File: src/rtl/qos_csr_bank.sv
// Host-facing CSR bank for the MPEG2-TS QoS controller: channel-selection config,
// live status mirrors, error-count snapshots and a maskable loss/channel-change interrupt.
module qos_csr_bank #(
  parameter int          N_CH    = 4,
  parameter int          CNT_W   = 8,
  parameter int          TIMER_W = 20,
  parameter logic [31:0] VERSION = 32'h0002_0000,
  localparam int         CHW     = (N_CH > 1) ? $clog2(N_CH) : 1
) (
  input  logic                  clk,
  input  logic                  rst_n,
  input  logic                  mm_write_en,
  input  logic                  mm_read_en,
  input  logic [7:0]            mm_addr,
  input  logic [31:0]           mm_wdata,
  output logic [31:0]           mm_rdata,
  output logic                  mm_rvalid,
  output logic                  mm_err,
  output logic                  fallback_enable,
  output logic                  manual_enable,
  output logic [CHW-1:0]        manual_channel,
  output logic [N_CH*CHW-1:0]   channel_priority,
  output logic [TIMER_W-1:0]    reset_timer,
  output logic                  irq,
  input  logic [CHW-1:0]        active_channel,
  input  logic [N_CH-1:0]       signal_present,
  input  logic [N_CH*CNT_W-1:0] error_count
);

  localparam logic [7:0] ADDR_CTRL    = 8'h00;
  localparam logic [7:0] ADDR_PRIO    = 8'h01;
  localparam logic [7:0] ADDR_TIMER   = 8'h02;
  localparam logic [7:0] ADDR_STATUS  = 8'h03;
  localparam logic [7:0] ADDR_IRQ_ST  = 8'h04;
  localparam logic [7:0] ADDR_IRQ_MSK = 8'h05;
  localparam logic [7:0] ADDR_SCRATCH = 8'h06;
  localparam logic [7:0] ADDR_VERSION = 8'h07;
  localparam logic [7:0] ADDR_CMD     = 8'h08;

  logic                fallback_q, fallback_d;
  logic                manual_q, manual_d;
  logic [CHW-1:0]      mchan_q, mchan_d;
  logic [N_CH*CHW-1:0] prio_q, prio_d;
  logic [TIMER_W-1:0]  timer_q, timer_d;
  logic [N_CH-1:0]     sp_q, sp_d;
  logic [CHW-1:0]      ac_q, ac_d;
  logic                armed_q, armed_d;
  logic [N_CH-1:0]     loss_q, loss_d;
  logic                chg_q, chg_d;
  logic [N_CH-1:0]     loss_mask_q, loss_mask_d;
  logic                chg_mask_q, chg_mask_d;
  logic [31:0]         scratch_q, scratch_d;
  logic [CNT_W-1:0]    snap_q [N_CH];
  logic [CNT_W-1:0]    snap_d [N_CH];
  logic [31:0]         rdata_q, rdata_d;
  logic                rvalid_q, rvalid_d;
  logic                err_q, err_d;
  logic [31:0]         rd_val;
  logic                mapped;

  always_comb begin
    fallback_d  = fallback_q;
    manual_d    = manual_q;
    mchan_d     = mchan_q;
    prio_d      = prio_q;
    timer_d     = timer_q;
    loss_d      = loss_q;
    chg_d       = chg_q;
    loss_mask_d = loss_mask_q;
    chg_mask_d  = chg_mask_q;
    scratch_d   = scratch_q;
    snap_d      = snap_q;
    rd_val      = '0;
    mapped      = 1'b0;

    case (mm_addr)
      ADDR_CTRL: begin
        mapped         = 1'b1;
        rd_val[0]      = fallback_q;
        rd_val[1]      = manual_q;
        rd_val[4+:CHW] = mchan_q;
      end
      ADDR_PRIO: begin
        mapped                  = 1'b1;
        rd_val[N_CH*CHW-1:0]    = prio_q;
      end
      ADDR_TIMER: begin
        mapped                  = 1'b1;
        rd_val[TIMER_W-1:0]     = timer_q;
      end
      ADDR_STATUS: begin
        mapped            = 1'b1;
        rd_val[CHW-1:0]   = ac_q;
        rd_val[8+:N_CH]   = sp_q;
      end
      ADDR_IRQ_ST: begin
        mapped            = 1'b1;
        rd_val[N_CH-1:0]  = loss_q;
        rd_val[16]        = chg_q;
      end
      ADDR_IRQ_MSK: begin
        mapped            = 1'b1;
        rd_val[N_CH-1:0]  = loss_mask_q;
        rd_val[16]        = chg_mask_q;
      end
      ADDR_SCRATCH: begin
        mapped = 1'b1;
        rd_val = scratch_q;
      end
      ADDR_VERSION: begin
        mapped = 1'b1;
        rd_val = VERSION;
      end
      ADDR_CMD: mapped = 1'b1;
      default: ;
    endcase
    for (int unsigned i = 0; i < N_CH; i++) begin
      if (mm_addr == 8'(16 + i)) begin
        mapped = 1'b1;
        rd_val = 32'(snap_q[i]);
      end
    end

    if (mm_write_en) begin
      case (mm_addr)
        ADDR_CTRL: begin
          fallback_d = mm_wdata[0];
          manual_d   = mm_wdata[1];
          if (32'(mm_wdata[4+:CHW]) < 32'(N_CH)) mchan_d = mm_wdata[4+:CHW];
        end
        ADDR_PRIO:    prio_d    = mm_wdata[N_CH*CHW-1:0];
        ADDR_TIMER:   timer_d   = mm_wdata[TIMER_W-1:0];
        ADDR_IRQ_ST: begin
          loss_d = loss_q & ~mm_wdata[N_CH-1:0];
          chg_d  = chg_q & ~mm_wdata[16];
        end
        ADDR_IRQ_MSK: begin
          loss_mask_d = mm_wdata[N_CH-1:0];
          chg_mask_d  = mm_wdata[16];
        end
        ADDR_SCRATCH: scratch_d = mm_wdata;
        ADDR_CMD: begin
          if (mm_wdata[0]) begin
            for (int unsigned i = 0; i < N_CH; i++) snap_d[i] = error_count[i*CNT_W +: CNT_W];
          end
        end
        default: ;
      endcase
    end

    // Events are OR-ed in after the W1C clear so a same-edge set wins.
    loss_d = loss_d | (sp_q & ~signal_present);
    if (armed_q && (ac_q != active_channel)) chg_d = 1'b1;

    sp_d     = signal_present;
    ac_d     = active_channel;
    armed_d  = 1'b1;
    rvalid_d = mm_read_en;
    rdata_d  = mm_read_en ? rd_val : rdata_q;
    err_d    = (mm_read_en | mm_write_en) & ~mapped;
  end

  always_ff @(posedge clk or negedge rst_n) begin
    if (!rst_n) begin
      fallback_q  <= 1'b0;
      manual_q    <= 1'b0;
      mchan_q     <= '0;
      prio_q      <= '0;
      timer_q     <= '0;
      sp_q        <= '0;
      ac_q        <= '0;
      armed_q     <= 1'b0;
      loss_q      <= '0;
      chg_q       <= 1'b0;
      loss_mask_q <= '0;
      chg_mask_q  <= 1'b0;
      scratch_q   <= '0;
      for (int unsigned i = 0; i < N_CH; i++) snap_q[i] <= '0;
      rdata_q     <= '0;
      rvalid_q    <= 1'b0;
      err_q       <= 1'b0;
    end else begin
      fallback_q  <= fallback_d;
      manual_q    <= manual_d;
      mchan_q     <= mchan_d;
      prio_q      <= prio_d;
      timer_q     <= timer_d;
      sp_q        <= sp_d;
      ac_q        <= ac_d;
      armed_q     <= armed_d;
      loss_q      <= loss_d;
      chg_q       <= chg_d;
      loss_mask_q <= loss_mask_d;
      chg_mask_q  <= chg_mask_d;
      scratch_q   <= scratch_d;
      snap_q      <= snap_d;
      rdata_q     <= rdata_d;
      rvalid_q    <= rvalid_d;
      err_q       <= err_d;
    end
  end

  assign mm_rdata         = rdata_q;
  assign mm_rvalid        = rvalid_q;
  assign mm_err           = err_q;
  assign fallback_enable  = fallback_q;
  assign manual_enable    = manual_q;
  assign manual_channel   = mchan_q;
  assign channel_priority = prio_q;
  assign reset_timer      = timer_q;
  assign irq              = (|(loss_q & loss_mask_q)) | (chg_q & chg_mask_q);

endmodule

File: config.mk
export PLATFORM = sky130hd
export DESIGN_NAME = qos_csr_bank
export DESIGN_NICKNAME = d
export VERILOG_FILES = /design/src/rtl/qos_csr_bank.sv
export SDC_FILE = /design/constraint.sdc
export NUM_CORES = 1
export LEC_CHECK = 0
export CAP_MARGIN = 5
export CELL_PAD_IN_SITES_DETAIL_PLACEMENT = 1
export CELL_PAD_IN_SITES_GLOBAL_PLACEMENT = 2
export CORE_MARGIN = 1.5
export CORE_UTILIZATION = 36
export DETAILED_ROUTE_END_ITERATION = 8
export PLACE_DENSITY = 0.91
export SLEW_MARGIN = 20
export SYNTH_ARGS = -nofsm -noshare
export SYNTH_HDL_FRONTEND = slang
export SYNTH_SLANG_ARGS = --single-unit
File: constraint.sdc
create_clock -name clk -period 2.3 [get_ports clk]
set_input_delay 0.46 -clock clk [delete_from_list [all_inputs] [get_ports clk]]
set_output_delay 0.46 -clock clk [all_outputs]
set_load 0.1 [all_outputs]
==> results.toml, run 1 <==
[placed_design]
dp.cells = 927
globalplace.congestion = 0.874
hpwl_mm = 15.6
io_buffers = 148
dpl-instance-area_mm2 = 0.00861

[outcome]
status = "complete, but fails checks"
failed_checks = "negative hold slack"

[final_layout]
area_growth_pct = 41.2
nets = 799
stdcell_area_mm2 = 0.00920
num_antenna_cells = 0
drive_gt1_share_pct = 37.6
post_layout_nonfiller_instances = 956
fin_util_pct = 51.6

[sta]
hold_slack_ns = -0.0133
timing.slew.headroom_pct = 64.3
clock_skew_ns = 0.00718
finalCritPeriodShare_pct = 96.6
hold_violations = 5
drv_slew = 0
rsz0062_at_grt = "false"
fin_tns_setup_ns = 0
fmax_mhz = 450
fin_crit_ns = 2.22
final-setup-viol-count = 0
tightest_slew_ns = 0.535

[grt]
use_met3_pct = 4.71
grt_pass1_wl_mm = 32.1
use_met1_pct = 29.7
antenna_found_initial = 0
gr-total-overflow = 0
top_usage_layer = "met2"
grt_max_degree = 59
grtUsageMet2_pct = 39.1
grt_usage_pct = 23.2
grt_pass1_vias = 5552

[clock_network]
htreeDepth = 4
clk_latency_ns = 0.42
ctsResizeCount = 0
cts_root_buf = "clkbuf_16"
numClockSinks = 147
numCtsBuffers = 17
holdBufCountCts = 0
cts_buffer_depth = 2
cts_tree = "yes"
clkSlewWorstSetupHoldPaths_ns = 0.06
post-cts-setup-buffers = 0

[synthesis]
async_reset_ff_share_pct = 100
syn_area_mm2 = 0.00651
synthTopCellsByArea = "dfrtp_1, mux2_2, mux2_4, a22o_1, mux2_1"
yosysUniqueCellTypes = 52
yosysMostFrequentCell = "dfrtp_1"
synth-edff-count = 0
ys_ff_latch = 147
synth.avg_cell_area_um2 = 13.0
synth_area_leader_cell = "dfrtp_1"
synth_top_area_share_pct = 56.5
synthesis.nets = 585
yosysSeqAreaShare_pct = 56.5
synthFlopType = "dfrtp_1"
synthCells = 503
synth_warnings = 0
synthTopCellsByCount = "dfrtp_1, mux2_2, nor2_1, mux2_4, nand2_1"

[critical_path]
critPathKind = "in2reg"
critPathRequiredTime_ns = 2.65
cp-end-kind = "flip-flop"
crit_arrival_ns = 2.57
cp_max_fo = 4
crit_path_start_kind = "primary input"

[detailed_routing]
via_count = 5002
first_pass_iters = 4
ant_nets = 0
wl_mm = 20.9
drc = 0
wl_per_cell_um = 21.9
avgViaCountPerCell = 5.23
drtIter0Drc = 228

[min_path]
hp-class = "in2async"

[die]
core-area_mm2 = 0.0178
die_area_mm2 = 0.0189
chipWidth_um = 138
die_h_um = 138
rows = 49
io_pins = 149
initial_core_util_pct = 36.5

[power_and_ir_drop]
ir_worst_vdd_v = 0.000731
p_comb_share_pct = 14.9
intPower_mw = 4.74
pwr-share-seq_pct = 42.5
p_leak_nw = 4.51
netSwitchingFraction_pct = 27.0
p_sw_mw = 1.76
p_per_area_mw_per_mm2 = 706
p_clk_share_pct = 42.6

[flow_run]
max-cap-violations = 0
[path summary, 6_finish.rpt]
kind / start / end / slack (ns) / cells past startpoint
worst min-delay path: rst_n / mm_rdata[23] / -0.01 / 1
worst max register to register: reset_timer[5] / mm_rdata[5] / 0.66 / 6
max in group asynchronous: rst_n / mm_rdata[13] / 1.61 / 2
worst max-delay path: mm_addr[5] / mm_rdata[2] / 0.08 / 8
min in group clk: scratch_q[1] / scratch_q[1] / 0.48 / 1
worst min register to register: scratch_q[1] / scratch_q[1] / 0.48 / 1
[sequential cells by signal (all words and copies together), names as in the netlist]
| signal | cells |
|---|---|
| mm_rdata | 32 |
| scratch_q | 32 |
| snap_q | 32 |
| reset_timer | 20 |
| channel_priority | 8 |
| loss_mask_q | 4 |
| loss_q | 4 |
| sp_q | 4 |
| ac_q | 2 |
| manual_channel | 2 |
| armed_q | 1 |
| chg_mask_q | 1 |
| chg_q | 1 |
| fallback_enable | 1 |
| manual_enable | 1 |
| mm_err | 1 |
| mm_rvalid | 1 |
[metrics by stage]
| stage | hold slack, ns | power [mW] | worst slack [ns] |
|---|---|---|---|
| detailed placement | 0.462 | 3.77 | -0.415 |
| global placement | 0.449 | 3.74 | -0.369 |
| floorplan | 0.164 | 3.32 | 0.209 |
| finish | -0.0133 | 6.49 | 0.0778 |
| CTS | 0.00476 | 6.56 | 0.0199 |
| global route | 0.0203 | 6.72 | 0.00171 |
[cells in the final DEF (no fill, tap or decap), types with 17 or more instances in the layout]
| cell | synthesis | final |
|---|---|---|
| clkbuf_16 | 0 | 17 |
| buf_4 | 3 | 137 |
| a22o_1 | 18 | 18 |
| dfrtp_1 | 147 | 147 |
| nor2_1 | 34 | 32 |
| mux2_2 | 61 | 61 |
| a21oi_1 | 18 | 18 |
| mux2_4 | 30 | 30 |
| clkdlybuf4s50_1 | 0 | 80 |
| nand2_1 | 21 | 21 |
[per-layer routing]
layer / vias to the layer above / wire length [µm]
met3: 25 / 964
met2: 134 / 10500
met1: 2570 / 9070
met4: 0 / 374
li1: 2273 / -
met5: - / 0
[power by group through the flow]
| stage | clock network [mW] | logic, mW | registers (mW) |
|---|---|---|---|
| 2_1_floorplan | 0 | 0.217 | 3.10 |
| 3_3_place_gp | 0 | 0.948 | 2.80 |
| 3_5_place_dp | 0 | 0.967 | 2.80 |
| 4_1_cts | 2.83 | 0.972 | 2.76 |
| 5_1_grt | 2.93 | 1.01 | 2.77 |
| 6_report | 2.77 | 0.964 | 2.76 |
[kinds of logic (layout without fill, tap and decap cells)]
group	count (synthesis)	count (layout)	synth area share, %
buffers and inverters	39	263	3.00
xor gates and xnor gates	2	2	0.269
DFF	147	147	56.5
and+or+nand+nor	98	98	7.64
AOI/OAI and AO/OA	103	103	11.5
other	1	1	0.0576
muxes	113	113	21.1
[layout make-up]
class                           instances  area, µm²
Fill cell                            1827       8640
Sequential cell                       147       3680
Multi-Input combinational cell        317       2660
Timing Repair Buffer                  224       1960
Clock buffer                           19        443
Tap cell                              229        287
Clock inverter                         10        136
Inverter                               10       37.5
[critical path, cell delays in order]
cell,delay [ns]
clkdlybuf4s50_1,0.43
buf_4,0.16
or4_1,0.61
nor2_1,0.21
buf_4,0.16
a31oi_1,0.08
o221a_2,0.29
o2bb2ai_1,0.15
Power figures use the tool's default switching activity.
==> inputs of run 2 (changes only) <==
--- a/config.mk
+++ b/config.mk
@@ -5,6 +5,7 @@
 export SDC_FILE = /design/constraint.sdc
 export NUM_CORES = 1
 export LEC_CHECK = 0
+export ABC_AREA = 0
 export CAP_MARGIN = 5
 export CELL_PAD_IN_SITES_DETAIL_PLACEMENT = 1
 export CELL_PAD_IN_SITES_GLOBAL_PLACEMENT = 2
@@ -12,7 +13,7 @@
 export CORE_UTILIZATION = 36
 export DETAILED_ROUTE_END_ITERATION = 8
 export PLACE_DENSITY = 0.91
-export SLEW_MARGIN = 20
+export SLEW_MARGIN = 10
 export SYNTH_ARGS = -nofsm -noshare
 export SYNTH_HDL_FRONTEND = slang
 export SYNTH_SLANG_ARGS = --single-unit
==> results of run 2 <==
The final DEF is identical to that of run 1; final timing and power are the same.
==> inputs of run 3 (changes only) <==
--- a/config.mk
+++ b/config.mk
@@ -10,9 +10,9 @@
 export CELL_PAD_IN_SITES_DETAIL_PLACEMENT = 1
 export CELL_PAD_IN_SITES_GLOBAL_PLACEMENT = 2
 export CORE_MARGIN = 1.5
-export CORE_UTILIZATION = 36
+export CORE_UTILIZATION = 30
 export DETAILED_ROUTE_END_ITERATION = 8
-export PLACE_DENSITY = 0.91
+export PLACE_DENSITY = 0.82
 export SLEW_MARGIN = 10
 export SYNTH_ARGS = -nofsm -noshare
 export SYNTH_HDL_FRONTEND = slang
==> constraint.sdc (replaced) <==
create_clock -name clk -period 2 [get_ports clk]
set_input_delay 0.4 -clock clk [delete_from_list [all_inputs] [get_ports clk]]
set_output_delay 0.4 -clock clk [all_outputs]
set_load 0.1 [all_outputs]
==> results.toml, run 3 (synthesis gave the netlist of run 1 again) <==
[clock_network]
htreeDepth = 4
numCtsBuffers = 17
clkSlewWorstSetupHoldPaths_ns = 0.07
cts_tree = "yes"
cts_buffer_depth = 2
clk_latency_ns = 0.42
numClockSinks = 147
cts_root_buf = "clkbuf_16"

[critical_path]
crit_path_start_kind = "flip-flop"
reg2reg_from = "reset_timer[5]"
reg2reg_slack_ns = 0.50
crit_slowest_cell = "dfrtp_1"
critPathMaxStageDelay_ns = 0.39
startpoint = "chg_mask_q"
critPathRequiredTime_ns = 1.60
crit_arrival_ns = 1.59
r2r-end = "mm_rdata[5]"
critPathKind = "reg2out"
cp_max_fo = 2
crit_chain = "a222oi_1 -> nand2_1 -> buf_12"
crit_path_end = "irq"
cp-end-kind = "output port"
r2r_cells = 5

[sta]
hold_violations = 0
rsz0062_at_grt = "true"
final-setup-viol-count = 0
fin_crit_ns = 1.99
fmax_mhz = 503
clock_skew_ns = 0.00691
fin_tns_setup_ns = 0
drv_slew = 0
fin_ws_ns = 0.0123
finalCritPeriodShare_pct = 99.4

[final_layout]
drive_gt1_share_pct = 40.4
layout_commonest_cell = "dfrtp_1"
area_growth_pct = 48.5
nets = 805
num_antenna_cells = 0
stdcell_area_mm2 = 0.00967
layout_common_cells = "dfrtp_1, buf_4, clkdlybuf4s50_1"

[detailed_routing]
drc = 0
first_pass_iters = 4
drtIter0Drc = 258
via_count = 5067
ant_nets = 0
avgViaCountPerCell = 5.01
wl_mm = 21.6
wl_per_cell_um = 21.4

[placed_design]
io_buffers = 148
hpwl_mm = 15.7
pre_cts_ws_ns = -0.666
globalplace.congestion = 0.862
dpl-instance-area_mm2 = 0.00882

[flow_run]
max-cap-violations = 0

[min_path]
hp-class = "in2reg"

[grt]
grt_usage_pct = 19.8
antenna_found_initial = 1
grt_max_degree = 72
grt_pass1_vias = 5652
grt_pass1_wl_mm = 33.2
gr-total-overflow = 0

[die]
die_h_um = 150
initial_core_util_pct = 30.8
io_pins = 149
chipWidth_um = 150
die_area_mm2 = 0.0226
rows = 53
core-area_mm2 = 0.0212

[power_and_ir_drop]
p_leak_nw = 4.69
ir_worst_vdd_v = 0.000513
p_per_area_mw_per_mm2 = 774

[outcome]
status = "finished clean"
run 3: cell types whose count changed in the layout (fill, tap and decap cells not counted), sizes merged:
| cell | change |
|---|---|
| dlygate4sd2 | +2 |
| inv | +4 |
| clkdlybuf4s50 | -7 |
| clkinv | +2 |
| buf | +5 |
| dlymetal6s2s | +5 |
| bufinv | -2 |
| dlygate4sd3 | +1 |
| clkinvlp | -1 |
run 3: timing repair:
item	CTS	global route
endpoints found under the setup margin	106	95
gates resized for setup	33	10
hold buffers	1	0
pin swaps	11	4
buffers inserted	3	5
gates cloned	2	0
hold endpoints to repair	38	0
run 3: layout make-up:
cell class / instances / area [µm²]
sequential: 147 / 3680
timing repair buffer: 230 / 2270
fill: 2178 / 11500
multi-input combinational: 317 / 2770
clock inverter: 13 / 125
clock buffer: 19 / 453
tap: 275 / 344
inverter: 10 / 37.5
run 3: stage by stage:
step	cells	power, mW	hold slack (ns)	utilization (%)
after floorplan	503	3.81	0.104	-
after global placement	968	4.36	0.331	41.7
after detailed placement	968	4.38	0.342	41.7
after CTS	1006	7.55	0.437	45.4
after global routing	1011	7.75	0.450	45.7
final	1011	7.49	0.449	45.7
run 3: worst max-delay path: cells and delay by family, from the launching register on:
| kind | cells | cell delay (ns) |
|---|---|---|
| DFF | 1 | 0.39 |
| AOI/OAI and AO/OA | 1 | 0.37 |
| buffers and inverters | 1 | 0.21 |
| and+or+nand+nor | 1 | 0.19 |
run 3: worst min path at each step:
stage                                  from         end  slack, ns  cells after the start
final                     signal_present[3]     sp_q[3]       0.45                      1
after CTS                 signal_present[2]     sp_q[2]       0.44                      1
after global placement                rst_n  snap_q[27]       0.33                      1
after floorplan                       rst_n     ac_q[0]       0.10                      0
after detailed placement              rst_n  snap_q[27]       0.34                      1
after global routing      signal_present[2]     sp_q[2]       0.45                      1
run 3: per-layer routing:
layer / share of wire (%) / global-route usage [%] / up-vias / wire [µm]
met5: 0.051 / 0 / - / 11
met4: 2.0 / 6.13 / 2 / 431
met3: 5.0 / 4.82 / 29 / 1090
met2: 48 / 31.8 / 135 / 10300
met1: 45 / 26.4 / 2611 / 9790
li1: - / - / 2290 / -
run 3: report_power, final:
| group | internal [mW] | switching (mW) | leakage (nW) |
|---|---|---|---|
| Combinational | 0.443 | 0.729 | 2.44 |
| Clock | 1.80 | 1.35 | 0.281 |
| Sequential | 3.08 | 0.0922 | 1.97 |
